--- src/rtl/csr_cmd_bridge_mc.sv ---
// csr_cmd_bridge_mc: captures per-channel CSR command banks on submit rising
// edges and serialises whole commands into a single command FIFO, round robin.
// Ports:
//   i_clk, i_reset          clock, synchronous active-high reset
//   i_cmd_words             flattened banks, ch c word w at (c*MAX_WORDS+w)*DATA_W
//   i_cmd_submit            per-channel submit level (rising edge requests)
//   i_err_clr               pulse clearing sticky error flags
//   o_fifo_wdata/o_fifo_wen FIFO write port, i_fifo_full back-pressure
//   o_ch_busy, o_busy       per-channel captured-not-done, global busy
//   o_active_ch             granted channel (valid while pushing)
//   o_err_opcode/overrun    sticky per-channel error flags
//   o_cmd_count/o_rej_count wrapping pushed / rejected command counters
module csr_cmd_bridge_mc #(
    parameter int unsigned DATA_W    = 32,
    parameter int unsigned MAX_WORDS = 4,
    parameter int unsigned NUM_CH    = 2,
    parameter int unsigned LEN_MODE  = 0,
    localparam int unsigned CH_W     = (NUM_CH > 1) ? $clog2(NUM_CH) : 1,
    localparam int unsigned WI_W     = (MAX_WORDS > 1) ? $clog2(MAX_WORDS) : 1
) (
    input  logic                                i_clk,
    input  logic                                i_reset,
    input  logic [NUM_CH*MAX_WORDS*DATA_W-1:0]  i_cmd_words,
    input  logic [NUM_CH-1:0]                   i_cmd_submit,
    input  logic                                i_err_clr,
    output logic [DATA_W-1:0]                   o_fifo_wdata,
    output logic                                o_fifo_wen,
    input  logic                                i_fifo_full,
    output logic [NUM_CH-1:0]                   o_ch_busy,
    output logic                                o_busy,
    output logic [CH_W-1:0]                     o_active_ch,
    output logic [NUM_CH-1:0]                   o_err_opcode,
    output logic [NUM_CH-1:0]                   o_err_overrun,
    output logic [15:0]                         o_cmd_count,
    output logic [15:0]                         o_rej_count
);

    localparam int unsigned LEN_W = 5;

    typedef enum logic {S_IDLE, S_PUSH} state_t;

    state_t                  state_q, state_d;
    logic [NUM_CH-1:0]       prev_q, pending_q, sub_edge;
    logic [NUM_CH-1:0]       retire, capture, overrun, rej_mask;
    logic [DATA_W-1:0]       bank_q [NUM_CH][MAX_WORDS];
    logic [CH_W-1:0]         last_grant_q, active_ch_q, grant_ch;
    logic                    grant_any, len_ok;
    logic [LEN_W-1:0]        grant_len;
    logic [WI_W-1:0]         wi_q, last_idx_q;
    logic                    start, reject, push, done;
    logic [NUM_CH-1:0]       err_opcode_q, err_overrun_q;
    logic [15:0]             cmd_count_q, rej_count_q;

    assign sub_edge = i_cmd_submit & ~prev_q;

    // Round-robin pick: first pending channel at or after last_grant+1.
    always_comb begin
        int unsigned idx;
        logic [CH_W-1:0] cand;
        grant_any = 1'b0;
        grant_ch  = '0;
        idx       = 0;
        cand      = '0;
        for (int unsigned i = 0; i < NUM_CH; i++) begin
            idx  = (32'(last_grant_q) + i + 32'd1) % NUM_CH;
            cand = CH_W'(idx);
            if (!grant_any && pending_q[cand]) begin
                grant_any = 1'b1;
                grant_ch  = cand;
            end
        end
    end

    // Command length from the granted header word.
    always_comb begin
        grant_len = '0;
        if (LEN_MODE == 0) begin
            case (bank_q[grant_ch][0][7:0])
                8'hF0:   grant_len = LEN_W'(3);
                8'hF1:   grant_len = LEN_W'(2);
                8'hF2:   grant_len = LEN_W'(4);
                8'hF3:   grant_len = LEN_W'(1);
                8'hF4:   grant_len = LEN_W'(1);
                default: grant_len = '0;
            endcase
        end else begin
            grant_len = LEN_W'(bank_q[grant_ch][0][11:8]);
        end
        len_ok = (grant_len != '0) && (32'(grant_len) <= MAX_WORDS);
    end

    // FSM next state and strobes.
    always_comb begin
        state_d = state_q;
        start   = 1'b0;
        reject  = 1'b0;
        push    = 1'b0;
        done    = 1'b0;
        case (state_q)
            S_IDLE: begin
                if (grant_any) begin
                    if (len_ok) begin
                        start   = 1'b1;
                        state_d = S_PUSH;
                    end else begin
                        reject  = 1'b1;
                    end
                end
            end
            S_PUSH: begin
                if (!i_fifo_full) begin
                    push = 1'b1;
                    if (wi_q == last_idx_q) begin
                        done    = 1'b1;
                        state_d = S_IDLE;
                    end
                end
            end
            default: state_d = S_IDLE;
        endcase
    end

    // Pending-bit bookkeeping; a fresh edge in the retire cycle re-captures.
    always_comb begin
        retire   = '0;
        rej_mask = '0;
        if (reject) begin
            retire[grant_ch]   = 1'b1;
            rej_mask[grant_ch] = 1'b1;
        end
        if (done) retire[active_ch_q] = 1'b1;
        capture = sub_edge & (~pending_q | retire);
        overrun = sub_edge & pending_q & ~retire;
    end

    always_ff @(posedge i_clk) begin
        if (i_reset) state_q <= S_IDLE;
        else         state_q <= state_d;
    end

    always_ff @(posedge i_clk) begin
        if (i_reset) begin
            prev_q        <= '0;
            pending_q     <= '0;
            last_grant_q  <= '0;
            active_ch_q   <= '0;
            wi_q          <= '0;
            last_idx_q    <= '0;
            err_opcode_q  <= '0;
            err_overrun_q <= '0;
            cmd_count_q   <= '0;
            rej_count_q   <= '0;
            for (int unsigned c = 0; c < NUM_CH; c++)
                for (int unsigned w = 0; w < MAX_WORDS; w++)
                    bank_q[c][w] <= '0;
        end else begin
            prev_q    <= i_cmd_submit;
            pending_q <= (pending_q & ~retire) | capture;
            for (int unsigned c = 0; c < NUM_CH; c++)
                if (capture[c])
                    for (int unsigned w = 0; w < MAX_WORDS; w++)
                        bank_q[c][w] <= i_cmd_words[(c*MAX_WORDS+w)*DATA_W +: DATA_W];
            // Same-cycle set beats clear.
            err_opcode_q  <= (i_err_clr ? '0 : err_opcode_q) | rej_mask;
            err_overrun_q <= (i_err_clr ? '0 : err_overrun_q) | overrun;
            if (state_q == S_IDLE && grant_any) begin
                last_grant_q <= grant_ch;
                active_ch_q  <= grant_ch;
            end
            if (start) begin
                wi_q       <= '0;
                last_idx_q <= WI_W'(grant_len - LEN_W'(1));
            end else if (push) begin
                wi_q <= wi_q + WI_W'(1);
            end
            if (done)   cmd_count_q <= cmd_count_q + 16'd1;
            if (reject) rej_count_q <= rej_count_q + 16'd1;
        end
    end

    assign o_fifo_wen    = push;
    assign o_fifo_wdata  = bank_q[active_ch_q][wi_q];
    assign o_ch_busy     = pending_q;
    assign o_busy        = (|pending_q) || (state_q != S_IDLE);
    assign o_active_ch   = active_ch_q;
    assign o_err_opcode  = err_opcode_q;
    assign o_err_overrun = err_overrun_q;
    assign o_cmd_count   = cmd_count_q;
    assign o_rej_count   = rej_count_q;

endmodule

--- config.mk ---
export PLATFORM = sky130hd
export DESIGN_NAME = csr_cmd_bridge_mc
export DESIGN_NICKNAME = d
export VERILOG_FILES = /design/src/rtl/csr_cmd_bridge_mc.sv
export SDC_FILE = /design/constraint.sdc
export NUM_CORES = 1
export LEC_CHECK = 0
export BUFFER_PORTS_ARGS = -buffer_cell sky130_fd_sc_hd__buf_2
export CAP_MARGIN = 5
export CORE_MARGIN = 2
export CORE_UTILIZATION = 55
export CTS_BUF_LIST = sky130_fd_sc_hd__clkbuf_4
export CTS_CLUSTER_SIZE = 10
export DETAILED_ROUTE_END_ITERATION = 16
export MAX_ROUTING_LAYER = met4
export PLACE_DENSITY = 0.87
export SKIP_LAST_GASP = 1
export SLEW_MARGIN = 20
export SYNTH_ARGS = -nofsm -noshare
export SYNTH_HDL_FRONTEND = slang
export SYNTH_SLANG_ARGS = --single-unit
--- constraint.sdc ---
create_clock -name i_clk -period 13.8 [get_ports i_clk]
set_clock_uncertainty 0.1 [all_clocks]
set_input_delay 1.38 -clock i_clk [delete_from_list [all_inputs] [get_ports i_clk]]
set_output_delay 1.38 -clock i_clk [all_outputs]
set_load 0.03 [all_outputs]
* Word level (Yosys, flattened, before mapping)
Memory sizes are Yosys's and may differ from the RTL's. A register that Yosys moved wholly into a read port is not among the register bits.
Index checks and enable logic that the tools add are counted.
** Word-level totals
- Bits in registers :: 46
- Latch bits :: 0
- Bits in writable memories :: 256
- ROM bits :: 0
- Bits of input ports :: 262
- Word-level logic and storage cells :: 117
- Memories :: 1
** Cells by class
- Add/sub/neg operators :: 6
- Multipliers :: 0
- Div/mod/pow operators :: 0
- Magnitude comparators :: 8
- Equality and inequality tests :: 6
- Shifts and indexed selects :: 0
- Muxes and demuxes :: 52
- Bitwise gates (word level) :: 23
- Reductions and logical operators :: 11
** Memories
- bank_q :: depth 2, bits a word 128, rd ports 2, clocked after memory_dff 1, write ports 2, line 45 : logic [DATA_W-1:0] bank_q [NUM_CH][MAX_WORDS];
** Operators with widths (number)
- $mux W32 :: 10
- $bmux W32 S2 :: 1
- $eq A8 B8 Y1 const B :: 5
- $mux W1 :: 33
- $add A16 B1 Y16 const B :: 2
- $pmux W3 S4 :: 1
- $and A2 B2 Y2 :: 5
- $or A2 B2 Y2 :: 5
- $lt A1 B2 Y1 const B :: 4
- $mux W2 :: 4
- $or A1 B1 Y1 :: 8
- $not A2 Y2 :: 3
- $reduce_or A2 Y1 :: 3
- $logic_and A1 B1 Y1 :: 5
- $reduce_bool A5 Y1 :: 1
- $ge A3 B3 Y1 const B :: 1
- $le A3 B3 Y1 const B :: 1
- $not A2 Y3 :: 1
- $add A1 B1 Y1 const B :: 2
- $add A2 B1 Y2 const B :: 1
- $demux W1 S1 :: 2
- $eq A2 B2 Y1 :: 1
- $ge A1 B1 Y1 const B :: 2
- $pmux W1 S2 :: 1
- other kinds (4) :: 4

* Logic depth before layout (Yosys ltp)
Gate-level depths: netlist (run 1).
An unclocked memory read counts as a cell.
- Depth in word-level cells :: 25
- Mapped depth :: 14
- Mapped depth without buffers :: 11

* Worst setup path after synthesis (run 1)
OpenSTA, ideal clock, no wires.
- Path type :: register to register
- Start :: register pending_q[1] (netlist: o_ch_busy[1])
- End :: memory bank_q[1][0] in the netlist's numbering (enable)
- Library setup time :: 683 ps
- Arrival time :: 8999 ps
- Slack :: 4018 ps
- Cell stages (with the launch flop) :: 11
- Clock period less this slack :: 9782 ps
- Cell sequence :: dfxtp_1 > buf_2 > a21boi_1 > nor4_1 > a31oi_1 > ha_1 > clkbuf_1 > a21boi_0 > o211ai_1 > and3_1 > o21ai_0
** RTL lines
- start: declaration :: line 43 : logic [NUM_CH-1:0] prev_q, pending_q, sub_edge;
- start signal: assignment :: line 158 : pending_q <= (pending_q & ~retire) | capture;
- end: declaration :: line 45

==> results of run 1 <==
-- power groups by stage --
| stage | clock [mW] | sequential (mW) | combinational (mW) |
|---|---|---|---|
| finish | 0.791 | 1.11 | 0.253 |
| global route | 0.857 | 1.12 | 0.272 |
| CTS | 0.803 | 1.11 | 0.255 |
| detailed placement | 0 | 1.13 | 0.254 |
| global placement | 0 | 1.13 | 0.249 |
| floorplan | 0 | 1.13 | 0.170 |
-- metrics by stage --
step	util, %	power [mW]
finish	68.3	2.15
global route	68.3	2.25
global placement	64.0	1.37
CTS	68.2	2.17
detailed placement	64.0	1.39
floorplan	-	1.30
-- layout make-up --
class / count / area (um^2) / share of cell area [%]
sequential: 303 / 8640 / 51.7
clock buffer: 111 / 833 / 4.98
inverter: 6 / 22.5 / 0.135
tap: 324 / 405 / 2.42
timing repair buffer: 343 / 1740 / 10.4
antenna: 15 / 37.5 / 0.225
clock inverter: 28 / 198 / 1.18
multi-input combinational: 570 / 4840 / 29.0
-- routing by layer --
layer	global-route usage (%)	vias to the layer above	wire length (um)
li1	-	4231	-
met1	31.1	4436	12400
met2	43.7	465	17100
met3	6.08	83	2590
met4	11.9	0	1170
met5	-	-	0
-- worst max path at each step --
stage	cells after the start	endpoint
6_report	11	bank_q[0][69]
4_1_cts	11	bank_q[0][75]
2_1_floorplan	10	bank_q[1][0]
3_3_place_gp	9	bank_q[1][110]
5_1_grt	11	bank_q[0][10]
3_5_place_dp	9	bank_q[0][66]
-- sequential cells by signal (all words and copies together), names as in the netlist, named ones only --
register       count
bank_q           256
wi_q               2
o_err_opcode       2
state_q            1
o_cmd_count       16
o_ch_busy          2
last_idx_q         2
o_err_overrun      2
o_active_ch        1
prev_q             2
o_rej_count       16
-- synth_stat cells (3+ instances only) --
cell type | count | area (um^2)
buf_1 | 7 | 26.3
nor2b_1 | 135 | 845
a21boi_0 | 3 | 22.5
ha_1 | 3 | 37.5
inv_1 | 6 | 22.5
mux2i_1 | 5 | 50.1
and4_1 | 3 | 26.3
o21ai_0 | 5 | 25.0
or3_1 | 5 | 31.3
mux2_2 | 33 | 372
clkbuf_2 | 4 | 20.0
and2_1 | 129 | 807
a21oi_1 | 11 | 55.1
and3_1 | 8 | 50.1
dfxtp_1 | 47 | 941
buf_6 | 12 | 135
or2_2 | 3 | 18.8
nand3_1 | 15 | 75.1
xor2_1 | 17 | 149
edfxtp_1 | 256 | 7690
o21a_1 | 5 | 37.5
nor4_1 | 6 | 37.5
xnor2_1 | 12 | 105
clkbuf_1 | 28 | 105
nand4_1 | 8 | 50.1
nor3_1 | 7 | 35.0
mux4_2 | 64 | 1440
nand2b_1 | 6 | 37.5
nand2_1 | 16 | 60.1
nor2_1 | 41 | 154
-- kinds of logic after synthesis --
logic type / share of synthesized area (%)
compound gates: 2.14
xor+xnor: 1.85
fa+ha+maj: 0.273
buf+inv: 2.39
flops: 62.7
mux: 13.7
simple gates: 17.0
-- critical path, stage by stage, from the launching register on --
cell and delay (ns):
dfxtp_1 0.57, a21boi_1 0.48, nor4_1 0.10, a31oi_1 0.22, ha_1 0.36, nor3_1 0.11
o211ai_1 0.44, a311oi_4 0.16, buf_4 0.37, nor2_4 0.62, buf_6 0.65, nor2b_1 0.11
-- layout by cell type, fill, tap and decap left out, types with 6 or more instances in the layout --
cell type,count
buf_4,8
a21oi_1,11
diode_2,15
nor3_1,7
and3_1,8
and2_1,129
xnor2_1,12
clkbuf_4,111
buf_2,334
nand2_1,16
nand4_1,8
dfxtp_1,44
edfxtp_1,256
xor2_1,17
clkinv_1,18
nor4_1,6
nand3_1,15
mux4_2,64
inv_1,6
mux2_2,33
nor2_1,41
nor2b_1,135
nand2b_1,6
==> results.py, run 1 <==
metrics = {
    "run_status": {
        "outcome": "finished clean",
    },
    "final_layout": {
        "nets": 1566,
        "area_growth_pct": 21.6,
        "drive_above_1_share_pct": 42.3,
        "final_cells": 1700,
        "stdcell_area_um2": 16700,
        "nFillCells": 1695,
    },
    "synth": {
        "synth_cell_types": 57,
        "synthArstFlopShare_pct": 0,
        "netlist_area_um2": 13800,
        "syn_avg_cell_area_um2": 14.7,
        "ys_ff_latch": 303,
        "synth_flop_cell": "edfxtp_1",
        "yosysWarnings": 0,
        "syn-instance-count": 933,
        "ys_seq_area_share_pct": 62.7,
        "synth-edff-count": 256,
        "synth_nets": 1198,
    },
    "global_routing": {
        "grt_max_degree": 105,
        "antenna_found_initial": 14,
        "grt_pass1_vias": 9662,
        "grt-ovfl-total": 0,
        "grt.total_usage_pct": 26.4,
        "grt_pass1_wl_mm": 50.9,
    },
    "clock_tree": {
        "post-cts-setup-buffers": 0,
        "clk_pin_slew_ns": 0.07,
        "cts.sinks": 303,
        "htree_levels": 3,
        "cts_inserted_buffers": 77,
        "clk_latency_ns": 0.66,
        "cts_tree": "done",
        "cts-resized-gates": 0,
        "cts-root-buf": "clkbuf_4",
        "postCtsHoldBufs": 0,
        "clock_path_buffers": 3,
    },
    "sta": {
        "setup_viol": 0,
        "drv_slew": 0,
        "period_share_pct": 35.4,
        "rsz0062_at_grt": "no",
        "fin_ws_ns": 8.91,
        "max_freq_ghz": 0.205,
        "tightestPinTransition_ns": 1.06,
        "fin_setup_tns_ns": 0,
        "maxSlewHeadroom_pct": 29.0,
        "hold_viol": 0,
        "holdWs_ns": 0.379,
        "period_minus_slack_ns": 4.89,
    },
    "critical_path": {
        "rr_worst_depth": 11,
        "cp-startpoint": "o_ch_busy[1]",
        "arrival_ns": 5.15,
        "cp-end-kind": "flop",
        "r2r-start": "o_ch_busy[1]",
        "critPathMaxFanout": 104,
        "cp-start-kind": "flop",
        "r2r_end": "bank_q[0][69]",
        "path_class": "flop to flop",
        "cp.required_ns": 14.06,
        "reg2reg_setup_slack_ns": 8.91,
    },
    "worst_hold_path": {
        "hold_start": "o_rej_count[15]",
        "hp-class": "flop to flop",
        "whs_path_depth": 2,
        "min_to": "o_rej_count[15]",
    },
    "floorplanning": {
        "die_area_um2": 26300,
        "die_y_um": 162,
        "std_cell_rows": 57,
        "ioPinCount": 335,
        "core_area_um2": 24500,
        "initial_core_util_pct": 56.2,
        "die_x_um": 162,
    },
    "placed_design": {
        "post_dp_cell_area_um2": 15600,
        "numPortBuffers": 334,
        "dp_worst_setup_slack_ns": 8.70,
        "hpwl_mm": 22.0,
        "placed_cells": 1546,
        "place_congestion": 0.866,
    },
    "pwr": {
        "p_switching_mw": 0.530,
        "internal-power_mw": 1.63,
        "comb_power_share_pct": 11.7,
        "powerDensity_nw_per_um2": 129,
        "power_frac_clock_pct": 36.7,
        "switching_share_pct": 24.6,
        "ir_drop_uv": 76.5,
        "p_seq_share_pct": 51.6,
        "power_leakage_nw": 6.79,
    },
    "run": {
        "drv_cap": 0,
    },
    "drt": {
        "wire_per_inst_um": 19.6,
        "routed_via_density": 5.42,
        "antenna_left": 0,
        "remaining_drc_errors": 0,
        "drtIter0Drc": 668,
        "wirelength_mm": 33.3,
        "firstDrtPassIters": 6,
        "vias": 9215,
    },
}
Power figures use the tool's default switching activity.
==> inputs of run 2 (changes only) <==
ABC_AREA = 1   (was default)
CORE_UTILIZATION = 51   (was 55)
PLACE_DENSITY = 0.84   (was 0.87)
clock period = 4 ns   (was 13.8 ns; I/O delays follow)
==> run 2 against run 1 <==
Sequential share of layout area is 9.1 points lower. Design area is 21% higher. Clock-buffer cell count grew 4. Core utilization grew 2.7 points. Setup slack lost 8.3 ns. Largest power group unchanged. Largest cell class unchanged. Sequential cell count is the same. Clock power increased to 3.5 times the previous value. Highest routed layer unchanged. Area after synthesis increased by 7.1%. Cell count rose by 57%.
==> results.py, run 2 <==
metrics = {
    "clock_tree": {
        "clock_path_buffers": 3,
        "cts-root-buf": "clkbuf_4",
        "htree_levels": 3,
        "cts_inserted_buffers": 79,
        "cts_tree": "done",
        "cts.sinks": 303,
        "cts-resized-gates": 0,
        "clk_latency_ns": 0.69,
        "clk_pin_slew_ns": 0.07,
    },
    "critical_path": {
        "cp-end-kind": "primary output",
        "path_cells": "inv_4, buf_4, o21ai_0, o22ai_1, nor2_1, a31oi_1, buf_2",
        "slowest_stage": "buf_4",
        "cp.required_ns": 3.50,
        "reg2reg_setup_slack_ns": 0.66,
        "arrival_ns": 2.90,
        "rr_worst_depth": 15,
        "r2r_end": "bank_q[0][26]",
        "cp-start-kind": "flop",
        "worst_path_largest_cell_delay_ns": 0.43,
        "r2r-start": "o_active_ch",
        "path_class": "flop to primary output",
        "worst-path-buf-inv": 3,
        "critPathMaxFanout": 49,
        "cp_top_family": "buffers and inverters",
    },
    "placed_design": {
        "post_dp_cell_area_um2": 16700,
        "placed_cells": 2275,
        "dp_worst_setup_slack_ns": 0.950,
        "hpwl_mm": 27.3,
        "numPortBuffers": 334,
        "place_congestion": 0.947,
    },
    "floorplanning": {
        "ioPinCount": 335,
        "core_area_um2": 28500,
        "initial_core_util_pct": 51.6,
        "std_cell_rows": 62,
        "die_area_um2": 30300,
        "die_x_um": 174,
        "die_y_um": 174,
    },
    "final_layout": {
        "area_growth_pct": 37.8,
        "nets": 2497,
        "drive_above_1_share_pct": 24.4,
        "final_common_cell": "nor2_1",
        "stdcell_area_um2": 20300,
        "largest_register_ffs": 256,
        "final_cells": 2676,
        "final_cell_mix": "nor2_1 (376), buf_2 (334), inv_1 (308)",
        "nFillCells": 1977,
        "largest_register": "bank_q",
        "fin_util_pct": 71.1,
    },
    "worst_hold_path": {
        "min_to": "o_cmd_count[1]",
        "hold_start": "i_reset",
        "whs_path_depth": 2,
        "hp-class": "primary input to flop",
    },
    "synth": {
        "ys_seq_area_share_pct": 58.6,
        "synth_top_area_share_pct": 52.2,
        "synthArstFlopShare_pct": 0,
        "yosysMostFrequentCell": "nor2_1",
        "synth_cell_types": 35,
        "synth_nets": 1898,
        "synth_largest_area_cell": "edfxtp_1",
        "synth.top_cells.by_area": "edfxtp_1 (52%), nor2_1 (9.6%), inv_1 (7.9%), dfxtp_1 (6.4%), o21ai_0 (5.1%)",
        "synth_flop_cell": "edfxtp_1",
        "ys_ff_latch": 303,
        "syn_avg_cell_area_um2": 9.02,
        "synth_commonest_cells": "nor2_1 (376), inv_1 (312), edfxtp_1 (256)",
        "netlist_area_um2": 14700,
        "synth-edff-count": 256,
        "syn-instance-count": 1633,
        "yosysWarnings": 0,
    },
    "sta": {
        "max_freq_ghz": 0.294,
        "period_share_pct": 85.0,
        "fin_ws_ns": 0.601,
        "setup_viol": 0,
        "period_minus_slack_ns": 3.40,
        "drv_slew": 0,
        "hold_viol": 0,
        "maxSlewHeadroom_pct": 36.8,
        "holdWs_ns": 0.0793,
        "rsz0062_at_grt": "no",
        "tightestPinTransition_ns": 0.948,
    },
    "pwr": {
        "powerDensity_nw_per_um2": 384,
        "power_leakage_nw": 9.36,
        "ir_drop_uv": 350,
    },
    "run_status": {
        "outcome": "finished clean",
    },
    "global_routing": {
        "grt-ovfl-total": 0,
        "grt_max_degree": 161,
        "antenna_found_initial": 6,
        "grt_pass1_wl_mm": 79.1,
        "grt.total_usage_pct": 35.1,
        "grt_pass1_vias": 15000,
    },
    "drt": {
        "routed_via_density": 5.45,
        "remaining_drc_errors": 0,
        "wirelength_mm": 52.0,
        "firstDrtPassIters": 9,
        "drtIter0Drc": 1460,
        "vias": 14600,
        "wire_per_inst_um": 19.4,
        "antenna_left": 0,
    },
    "run": {
        "drv_cap": 0,
    },
}
run 2: cell types whose count changed after synthesis, moves of 32 or more:
cell and delta:
o21ai_0 +145, nor2_1 +335, o22ai_1 +32, a21oi_2 +50, inv_1 +306, mux4_2 -64, and2_1 -129, mux2_2 -33
a21oi_1 +103, nand2_1 +66, nor2b_1 -135
run 2: cell type report:
cell class                      count  area, um^2  area share [%]
Antenna cell                        6        15.0          0.0740
Clock buffer                      115         863            4.25
Clock inverter                     20         121           0.598
Inverter                          317        1190            5.87
Multi-Input combinational cell    917        4470            22.0
Sequential cell                   303        8640            42.6
Tap cell                          384         480            2.37
Timing Repair Buffer              614        4510            22.2
run 2: timing repair:
item                                   in CTS  in global routing
hold buffers                              260                  0
buffers inserted                            0                  0
endpoints found under the hold margin     263                  0
run 2: where the power goes:
group          internal, mW  switching [mW]  total (mW)  leakage, nW
Clock                  1.38            1.35        2.74        0.573
Sequential             3.69          0.0846        3.78         3.10
Combinational         0.490           0.795        1.28         5.69
run 2: routing by layer:
metal / track usage (%) / part of all wire (%)
met1: 37.5 / 34
met2: 58.2 / 49
met3: 7.70 / 9.7
met4: 24.5 / 7.4
met5: - / 0
run 2: stage by stage:
stage / TNS (ns) / total power, mW
after floorplan: -39.26 / 4.44
after global placement: 0 / 4.81
after detailed placement: 0 / 4.85
after CTS: 0 / 7.68
after global routing: 0 / 8.08
final: 0 / 7.80
run 2: worst max path at each step:
stage / endpoint / slack [ns] / cells after the start
3_3_place_gp: bank_q[1][77] / 1.08 / 16
3_5_place_dp: bank_q[0][14] / 0.95 / 16
2_1_floorplan: bank_q[0][0] / -0.31 / 15
6_report: o_fifo_wdata[19] / 0.60 / 7
5_1_grt: o_fifo_wdata[12] / 0.47 / 6
4_1_cts: o_fifo_wdata[27] / 0.65 / 6
run 2: worst reg2reg max path, cell delays in order (launching register included):
cell and delay (ns):
dfxtp_4 0.38, nand2_4 0.07, nand2_4 0.11, nand2_1 0.07, nand2_1 0.10, nand2_2 0.09
o21ai_1 0.17, o2111ai_1 0.16, ha_2 0.22, nand2_1 0.10, nand2_2 0.09, nand3_2 0.08
nand2_2 0.09, nand3_4 0.08, buf_12 0.60, a21oi_1 0.50
run 2: logic make-up (layout without fill, tap and decap cells):
group | count (synthesis) | count (layout) | synth area share, %
xor gates and xnor gates | 11 | 11 | 0.654
adders and majority gates | 3 | 3 | 0.255
other | 0 | 6 | 0
AOI/OAI and AO/OA | 381 | 381 | 14.8
and+or+nand+nor | 522 | 522 | 14.3
buffers and inverters | 413 | 1066 | 11.4
DFF | 303 | 303 | 58.6
==> inputs of run 3 (changes only) <==
clock period = 3.1 ns   (was 4 ns; I/O delays follow)
==> run 3 against run 2 <==
Core utilization increased by 1.9 points. Critical path depth unchanged. Wire length up 6.1%. Largest power group unchanged. Cell count up 1.2%. Sequential share of layout area down 1.1 points.
==> results.py, run 3 (synthesis results as in run 2) <==
metrics = {
    "run_status": {
        "outcome": "finished clean",
    },
    "drt": {
        "drtIter0Drc": 1660,
        "wirelength_mm": 55.2,
        "antenna_left": 0,
        "remaining_drc_errors": 0,
        "firstDrtPassIters": 9,
        "wire_per_inst_um": 20.4,
        "routed_via_density": 5.56,
        "vias": 15100,
    },
    "clock_tree": {
        "cts.sinks": 303,
        "clk_latency_ns": 0.71,
        "cts_inserted_buffers": 79,
        "clk_pin_slew_ns": 0.06,
        "cts_tree": "done",
        "cts-root-buf": "clkbuf_4",
        "htree_levels": 3,
        "clock_path_buffers": 3,
    },
    "placed_design": {
        "place_congestion": 0.904,
        "hpwl_mm": 28.2,
        "numPortBuffers": 334,
    },
    "critical_path": {
        "arrival_ns": 2.62,
        "cp-end-kind": "primary output",
        "path_class": "flop to primary output",
        "critPathMaxFanout": 40,
        "cp.required_ns": 2.69,
        "cp-start-kind": "flop",
    },
    "pwr": {
        "comb_power_share_pct": 16.8,
        "powerDensity_nw_per_um2": 505,
        "p_switching_mw": 3.00,
        "ir_drop_uv": 327,
        "p_seq_share_pct": 46.4,
        "internal-power_mw": 7.52,
        "switching_share_pct": 28.5,
        "power_frac_clock_pct": 36.8,
        "power_leakage_nw": 9.64,
    },
    "final_layout": {
        "nets": 2522,
        "area_growth_pct": 41.5,
        "nFillCells": 1884,
        "fin_util_pct": 73.0,
        "regArea_um2": 8640,
        "largest_register": "bank_q",
        "final_cell_mix": "nor2_1 (376), buf_2 (334), inv_1 (308)",
        "drive_above_1_share_pct": 25.6,
        "largest_register_ffs": 256,
        "multi_input_area_um2": 4530,
        "final_common_cell": "nor2_1",
    },
    "global_routing": {
        "grt_pass1_wl_mm": 82.6,
        "antenna_found_initial": 10,
        "grt-ovfl-total": 0,
        "grt.total_usage_pct": 37.2,
        "grt_pass1_vias": 15200,
        "grt_max_degree": 105,
    },
    "sta": {
        "maxSlewHeadroom_pct": 51.8,
        "holdWs_ns": 0.342,
        "setup_viol": 0,
        "period_minus_slack_ns": 3.03,
        "tightestPinTransition_ns": 0.723,
        "hold_viol": 0,
        "drv_slew": 0,
        "max_freq_ghz": 0.330,
        "rsz0062_at_grt": "yes",
        "period_share_pct": 97.7,
    },
    "floorplanning": {
        "std_cell_rows": 62,
        "die_area_um2": 30300,
        "die_x_um": 174,
        "die_y_um": 174,
        "ioPinCount": 335,
        "core_area_um2": 28500,
        "initial_core_util_pct": 51.6,
    },
    "run": {
        "drv_cap": 0,
    },
    "worst_hold_path": {
        "hp-class": "primary input to flop",
    },
}
[run 3: per-stage QoR]
stage          setup TNS (ns)  std cells  cell area (um^2)  worst slack, ns  total power [mW]
3_5_place_dp                0       2290             16900            0.223              6.30
5_1_grt               -0.0793       2709             20800          -0.0594              10.9
6_report                    0       2709             20800           0.0707              10.5
4_1_cts                     0       2692             20700          0.00765              10.3
2_1_floorplan         -154.47       1633             14800            -1.21              5.72
3_3_place_gp                0       2290             16900            0.267              6.26
[run 3: layout make-up]
type | instances | area share [%]
Timing Repair Buffer | 639 | 23.4
Inverter | 317 | 5.76
Tap cell | 384 | 2.31
Sequential cell | 303 | 41.5
Multi-Input combinational cell | 917 | 21.7
Antenna cell | 10 | 0.120
Clock buffer | 116 | 4.18
Clock inverter | 23 | 1.01
[run 3: path summary, 6_finish.rpt]
kind	cells past startpoint	to	slack (ns)	start
setup / recovery	7	o_fifo_wdata[18]	0.07	flop
hold / removal	4	prev_q[1]	0.34	i_cmd_submit[1]
setup reg to reg	16	bank_q[1][115]	0.14	o_ch_busy[0]
hold reg to reg	2	last_idx_q[0]	0.38	last_idx_q[0]
[run 3: metal layers]
| metal | share of wire (%) | routed length, um | GRT usage [%] | up-vias |
|---|---|---|---|---|
| met3 | 10 | 5690 | 11.1 | 352 |
| met1 | 33 | 18100 | 38.3 | 6912 |
| met5 | 0 | 0 | - | - |
| met4 | 8.3 | 4570 | 27.9 | 0 |
| li1 | - | - | - | 6641 |
| met2 | 49 | 26900 | 60.0 | 1168 |
[run 3: what timing repair did]
item | 4_1_cts | 5_1_grt
endpoints found under the hold margin | 279 | 0
setup endpoints to repair | 23 | 28
gates cloned | 0 | 2
pin swaps | 0 | 1
hold buffers | 263 | 0
resized for setup | 5 | 10
buffers inserted | 0 | 5
[run 3: critical path, cell delays in order (launching register included)]
cell     delay (ns)
dfxtp_4        0.43
inv_8          0.22
buf_6          0.23
o21ai_0        0.10
o22ai_1        0.32
nor2_1         0.09
a31oi_1        0.25
buf_2          0.25
[run 3: power groups by stage]
stage / clock (mW) / combinational (mW) / sequential [mW]
final: 3.87 / 1.76 / 4.88
after global routing: 4.11 / 1.87 / 4.90
after CTS: 3.79 / 1.61 / 4.86
after detailed placement: 0 / 1.35 / 4.94
after global placement: 0 / 1.33 / 4.93
after floorplan: 0 / 0.784 / 4.94
